`config.mk`:
```
export PLATFORM = sky130hd
export DESIGN_NAME = coin_feeder
export DESIGN_NICKNAME = d
export VERILOG_FILES = /design/src/rtl/coin_feeder.sv
export SDC_FILE = /design/constraint.sdc
export NUM_CORES = 1
export LEC_CHECK = 0
export ABC_AREA = 0
export CAP_MARGIN = 20
export CORE_MARGIN = 2
export CORE_UTILIZATION = 42
export DETAILED_ROUTE_END_ITERATION = 10
export PLACE_DENSITY = 0.71
export SYNTH_ARGS = -nofsm -noshare
export SYNTH_HDL_FRONTEND = slang
export SYNTH_SLANG_ARGS = --single-unit
export TNS_END_PERCENT = 5
```
`constraint.sdc`:
```
create_clock -name clk_slow -period 6.15 [get_ports clk_slow]
set_clock_uncertainty 0.15 [all_clocks]
set_input_delay 1.23 -clock clk_slow [delete_from_list [all_inputs] [get_ports clk_slow]]
set_output_delay 1.23 -clock clk_slow [all_outputs]
set_load 0.1 [all_outputs]
```
`src/rtl/coin_feeder.sv`:
```
// coin_feeder: customer-side payment driver; pays 3 half-units from a loaded wallet one coin per cycle, then checks the machine's response.
// Latency: N coins -> coins on step at edges 0..N-1, CHECK entered at edge N, done pulses at edge N+1.
// Backpressure: none; start is ignored while busy, and vend_out is sampled only during CHECK.
// Ports: clk_slow/clr (async, active-high) | start, half_in, one_in, vend_out in |
//        step, busy, done, got_item, got_change, err, half_left, one_left, paid, items out.
module coin_feeder (
    input  logic       clk_slow,
    input  logic       clr,
    input  logic       start,
    input  logic [3:0] half_in,
    input  logic [3:0] one_in,
    input  logic [1:0] vend_out,
    output logic [1:0] step,
    output logic       busy,
    output logic       done,
    output logic       got_item,
    output logic       got_change,
    output logic       err,
    output logic [3:0] half_left,
    output logic [3:0] one_left,
    output logic [2:0] paid,
    output logic [7:0] items
);

    typedef enum logic [1:0] {
        IDLE  = 2'd0,
        SEND  = 2'd1,
        CHECK = 2'd2
    } state_t;

    localparam logic [1:0] CODE_NONE = 2'b00;
    localparam logic [1:0] CODE_HALF = 2'b01;
    localparam logic [1:0] CODE_ONE  = 2'b10;

    state_t     state_q, state_d;
    logic [1:0] step_d;
    logic       done_d, got_item_d, got_change_d, err_d;
    logic [3:0] half_d, one_d;
    logic [2:0] paid_d;
    logic [7:0] items_d;

    // Coin selection works on a "source" wallet: the fresh inputs when a
    // purchase is being accepted, otherwise the running registers.
    logic [3:0] src_half, src_one;
    logic [2:0] src_paid;
    logic [1:0] coin_code;
    logic [3:0] coin_half, coin_one;
    logic [2:0] coin_paid;
    logic [5:0] wallet_val;
    logic       vend_ok;

    assign busy = (state_q != IDLE);

    assign src_half = (state_q == IDLE) ? half_in : half_left;
    assign src_one  = (state_q == IDLE) ? one_in  : one_left;
    assign src_paid = (state_q == IDLE) ? 3'd0    : paid;

    always_comb begin
        coin_code = CODE_HALF;
        coin_half = src_half;
        coin_one  = src_one;
        coin_paid = src_paid + 3'd1;
        if (src_one != 4'd0) begin
            coin_code = CODE_ONE;
            coin_one  = src_one - 4'd1;
            coin_paid = src_paid + 3'd2;
        end else begin
            coin_half = src_half - 4'd1;
        end
    end

    assign wallet_val = {2'b00, half_in} + {1'b0, one_in, 1'b0};

    // Change is owed exactly when a one-coin overshot the price (paid == 4).
    assign vend_ok = vend_out[1] && (vend_out[0] == (paid == 3'd4));

    always_comb begin
        state_d      = state_q;
        step_d       = CODE_NONE;
        done_d       = 1'b0;
        got_item_d   = got_item;
        got_change_d = got_change;
        err_d        = err;
        half_d       = half_left;
        one_d        = one_left;
        paid_d       = paid;
        items_d      = items;
        case (state_q)
            IDLE: begin
                if (start) begin
                    got_item_d   = 1'b0;
                    got_change_d = 1'b0;
                    if (wallet_val < 6'd3) begin
                        err_d  = 1'b1;
                        done_d = 1'b1;
                        half_d = 4'd0;
                        one_d  = 4'd0;
                        paid_d = 3'd0;
                    end else begin
                        err_d   = 1'b0;
                        step_d  = coin_code;
                        half_d  = coin_half;
                        one_d   = coin_one;
                        paid_d  = coin_paid;
                        state_d = SEND;
                    end
                end
            end
            SEND: begin
                if (paid < 3'd3) begin
                    step_d = coin_code;
                    half_d = coin_half;
                    one_d  = coin_one;
                    paid_d = coin_paid;
                end else begin
                    state_d = CHECK;
                end
            end
            CHECK: begin
                got_item_d   = vend_out[1];
                got_change_d = vend_out[0];
                err_d        = !vend_ok;
                done_d       = 1'b1;
                if (vend_ok) begin
                    items_d = items + 8'd1;
                end
                state_d = IDLE;
            end
            default: begin
                state_d = IDLE;
            end
        endcase
    end

    always_ff @(posedge clk_slow or posedge clr) begin
        if (clr) begin
            state_q    <= IDLE;
            step       <= CODE_NONE;
            done       <= 1'b0;
            got_item   <= 1'b0;
            got_change <= 1'b0;
            err        <= 1'b0;
            half_left  <= 4'd0;
            one_left   <= 4'd0;
            paid       <= 3'd0;
            items      <= 8'd0;
        end else begin
            state_q    <= state_d;
            step       <= step_d;
            done       <= done_d;
            got_item   <= got_item_d;
            got_change <= got_change_d;
            err        <= err_d;
            half_left  <= half_d;
            one_left   <= one_d;
            paid       <= paid_d;
            items      <= items_d;
        end
    end

endmodule

```
==> impl_metrics.env <==
export IMPL_overflow=0
export IMPL_viasPerCell=5.198
export IMPL_grt_pass1_wl_um=5740
export IMPL_antenna_found_initial=0
export IMPL_clockBufferDepth=2
export IMPL_drtIter0Drc=59
export IMPL_cts_buffers=3
export IMPL_routed_wl_um=3394
export IMPL_place_ws_ns=2.169
export IMPL_crit_required_ns=4.77
export IMPL_worstMarginPinSlew_ns=0.9886
export IMPL_clk_pin_slew_worst_paths_ns=0.09
export IMPL_worst_path_max_delay_cell="clkdlybuf4s50_1"
export IMPL_rsz0062_at_grt="false"
export IMPL_io_pins=39
export IMPL_design_die_area_mm2=0.004228
export IMPL_nNetsFinal=211
export IMPL_synth_seq_cells=27
export IMPL_cts_tree="done"
export IMPL_cts_resized=0
export IMPL_ys_flop_type="dfrtp_1"
export IMPL_hold_depth=1
export IMPL_period_share=0.6266
export IMPL_syn_avg_cell_area_um2=10.29
export IMPL_slew_headroom=0.3389
export IMPL_remaining_drc_errors=0
export IMPL_core_area_mm2=0.003633
export IMPL_rows=22
export IMPL_r2r_start="state_q[0]"
export IMPL_layout_commonest_cell="clkdlybuf4s50_1"
export IMPL_path_class="reg2out"
export IMPL_drt_pass1_iter_count=4
export IMPL_grt_max_degree=28
export IMPL_placed_cells=232
export IMPL_htree_num_levels=1
export IMPL_synthArstFlopShare=1.000
export IMPL_r2r_end="paid[1]"
export IMPL_reg2reg_slack_ns=3.38
export IMPL_dp_hpwl_um=2598
export IMPL_period_minus_slack_ns=3.854
export IMPL_synth_cell_types=40
export IMPL_gp_congestion=0.8226
export IMPL_root_buffer="clkbuf_8"
export IMPL_final_hold_viol_count=0
export IMPL_clock_sinks=27
export IMPL_drive_gt1_frac=0.06349
export IMPL_netlist_area_leader_share=0.4320
export IMPL_postSynthCellCount=152
export IMPL_syn_num_nets=173
export IMPL_end_kind="primary output"
export IMPL_status="complete, no violations"
export IMPL_cap_violations=0
export IMPL_die_x_um=65.03
export IMPL_post_cts_buffers=0
export IMPL_hold_path_end="items[7]"
export IMPL_synthTopCellsByArea="dfrtp_1, mux2i_1, ha_1, xnor2_1, nand2_1"
export IMPL_worst_slack_ns=2.296
export IMPL_routed_via_count=1232
export IMPL_worstRegToRegCells=6
export IMPL_max_stage_delay_ns=1.01
export IMPL_synth_edf_count=0
export IMPL_grt_use_total=0.1717
export IMPL_clkLatencyLatePin_ns=0.27
export IMPL_syn_cell_area_mm2=0.001564
export IMPL_fin_cells=237
export IMPL_die_y_um=65.03
export IMPL_timing_fmax_ghz=0.2595
export IMPL_ant_nets=0
export IMPL_synth_area_leader_cell="dfrtp_1"
export IMPL_hold_start="items[7]"
export IMPL_cp_cell_sequence="nor2_2 -> inv_2 -> clkdlybuf4s50_1"
export IMPL_start_util=0.4304
export IMPL_setup_viol=0
export IMPL_syn2layout_area_growth_pct=30.08
export IMPL_tns_ns=0
export IMPL_start_kind="flip-flop"
export IMPL_fill_cells=331
export IMPL_drv_slew=0
export IMPL_crit_arrival_ns=2.47
export IMPL_path_max_fanout=11
export IMPL_diodes=0
export IMPL_hp_class="reg2reg"
export IMPL_final_cell_mix="clkdlybuf4s50_1, dfrtp_1, nand2_1, mux2i_1, xnor2_1"
export IMPL_hold_buffers=0
export IMPL_wire_per_inst_um=14.32
export IMPL_multi_input_area_um2=820.8
export IMPL_register_area_um2=675.6
export IMPL_port_buffers=38
export IMPL_ys_warnings_count=0
export IMPL_ys_seq_area_frac=0.4320
export IMPL_grt_pass1_vias=1247
-- sequential cells by signal (all words and copies together) (netlist names) --
name	count
got_item	1
paid	3
got_change	1
items	8
state_q	2
half_left	4
done	1
err	1
step	2
one_left	4
-- how the worst max path moves through the flow --
stage / start / end / cells past startpoint
2_1_floorplan: half_in[1] / one_left[1] / 10
3_3_place_gp: one_in[0] / one_left[1] / 10
3_5_place_dp: one_in[0] / half_left[1] / 10
4_1_cts: state_q[0] / busy / 3
5_1_grt: state_q[0] / busy / 3
6_report: state_q[0] / busy / 3
-- metrics by stage --
| stage | cell area [um2] | hold slack, ns | util |
|---|---|---|---|
| final | 2034 | 0.3160 | 0.5599 |
| after global routing | 2034 | 0.3300 | 0.5599 |
| after CTS | 2007 | 0.3252 | 0.5523 |
| after detailed placement | 1962 | 0.3125 | 0.5399 |
| after global placement | 1962 | 0.3066 | 0.5399 |
| after floorplan | 1564 | 0.4298 | - |
-- Yosys cell counts, drive strengths merged, types with 4 or more instances --
cell type	number
dfrtp	27
nor2	9
xnor2	10
inv	6
xor2	5
mux2i	11
o21ai	7
a22o	5
ha	7
a21oi	5
o31ai	4
and2	4
nand4	5
nand2	16
-- cell families after synthesis --
| kind of cell | after synthesis | share of synthesized area |
|---|---|---|
| AOI/OAI and AO/OA | 26 | 0.1256 |
| buffers and inverters | 12 | 0.04320 |
| muxes | 11 | 0.07040 |
| and+or+nand+nor | 53 | 0.1760 |
| adders and majority gates | 8 | 0.06880 |
| DFF | 27 | 0.4320 |
| xor gates and xnor gates | 15 | 0.08400 |
-- layer usage --
layer  track usage  wire, um  up-vias
met5             0         0        -
met4       0.03646        27        0
met3       0.02951        82        4
met2        0.3015      1701       20
met1        0.2219      1581      597
li1              -         -      611
-- cell type report --
type | count | share of cell area
tap | 48 | 0.02952
timing repair buffer | 39 | 0.2005
inverter | 6 | 0.01230
multi-input combinational | 113 | 0.4034
sequential | 27 | 0.3321
clock buffer | 4 | 0.02214
-- worst max-delay path: cells and delay by family, from the launching register on --
family | cells | cell delay, ns
buf+inv | 2 | 1.18
flops | 1 | 0.50
simple gates | 1 | 0.53
Power is not shown: default switching activity piles up to over one toggle a cycle in this logic, so the estimate is an artifact.
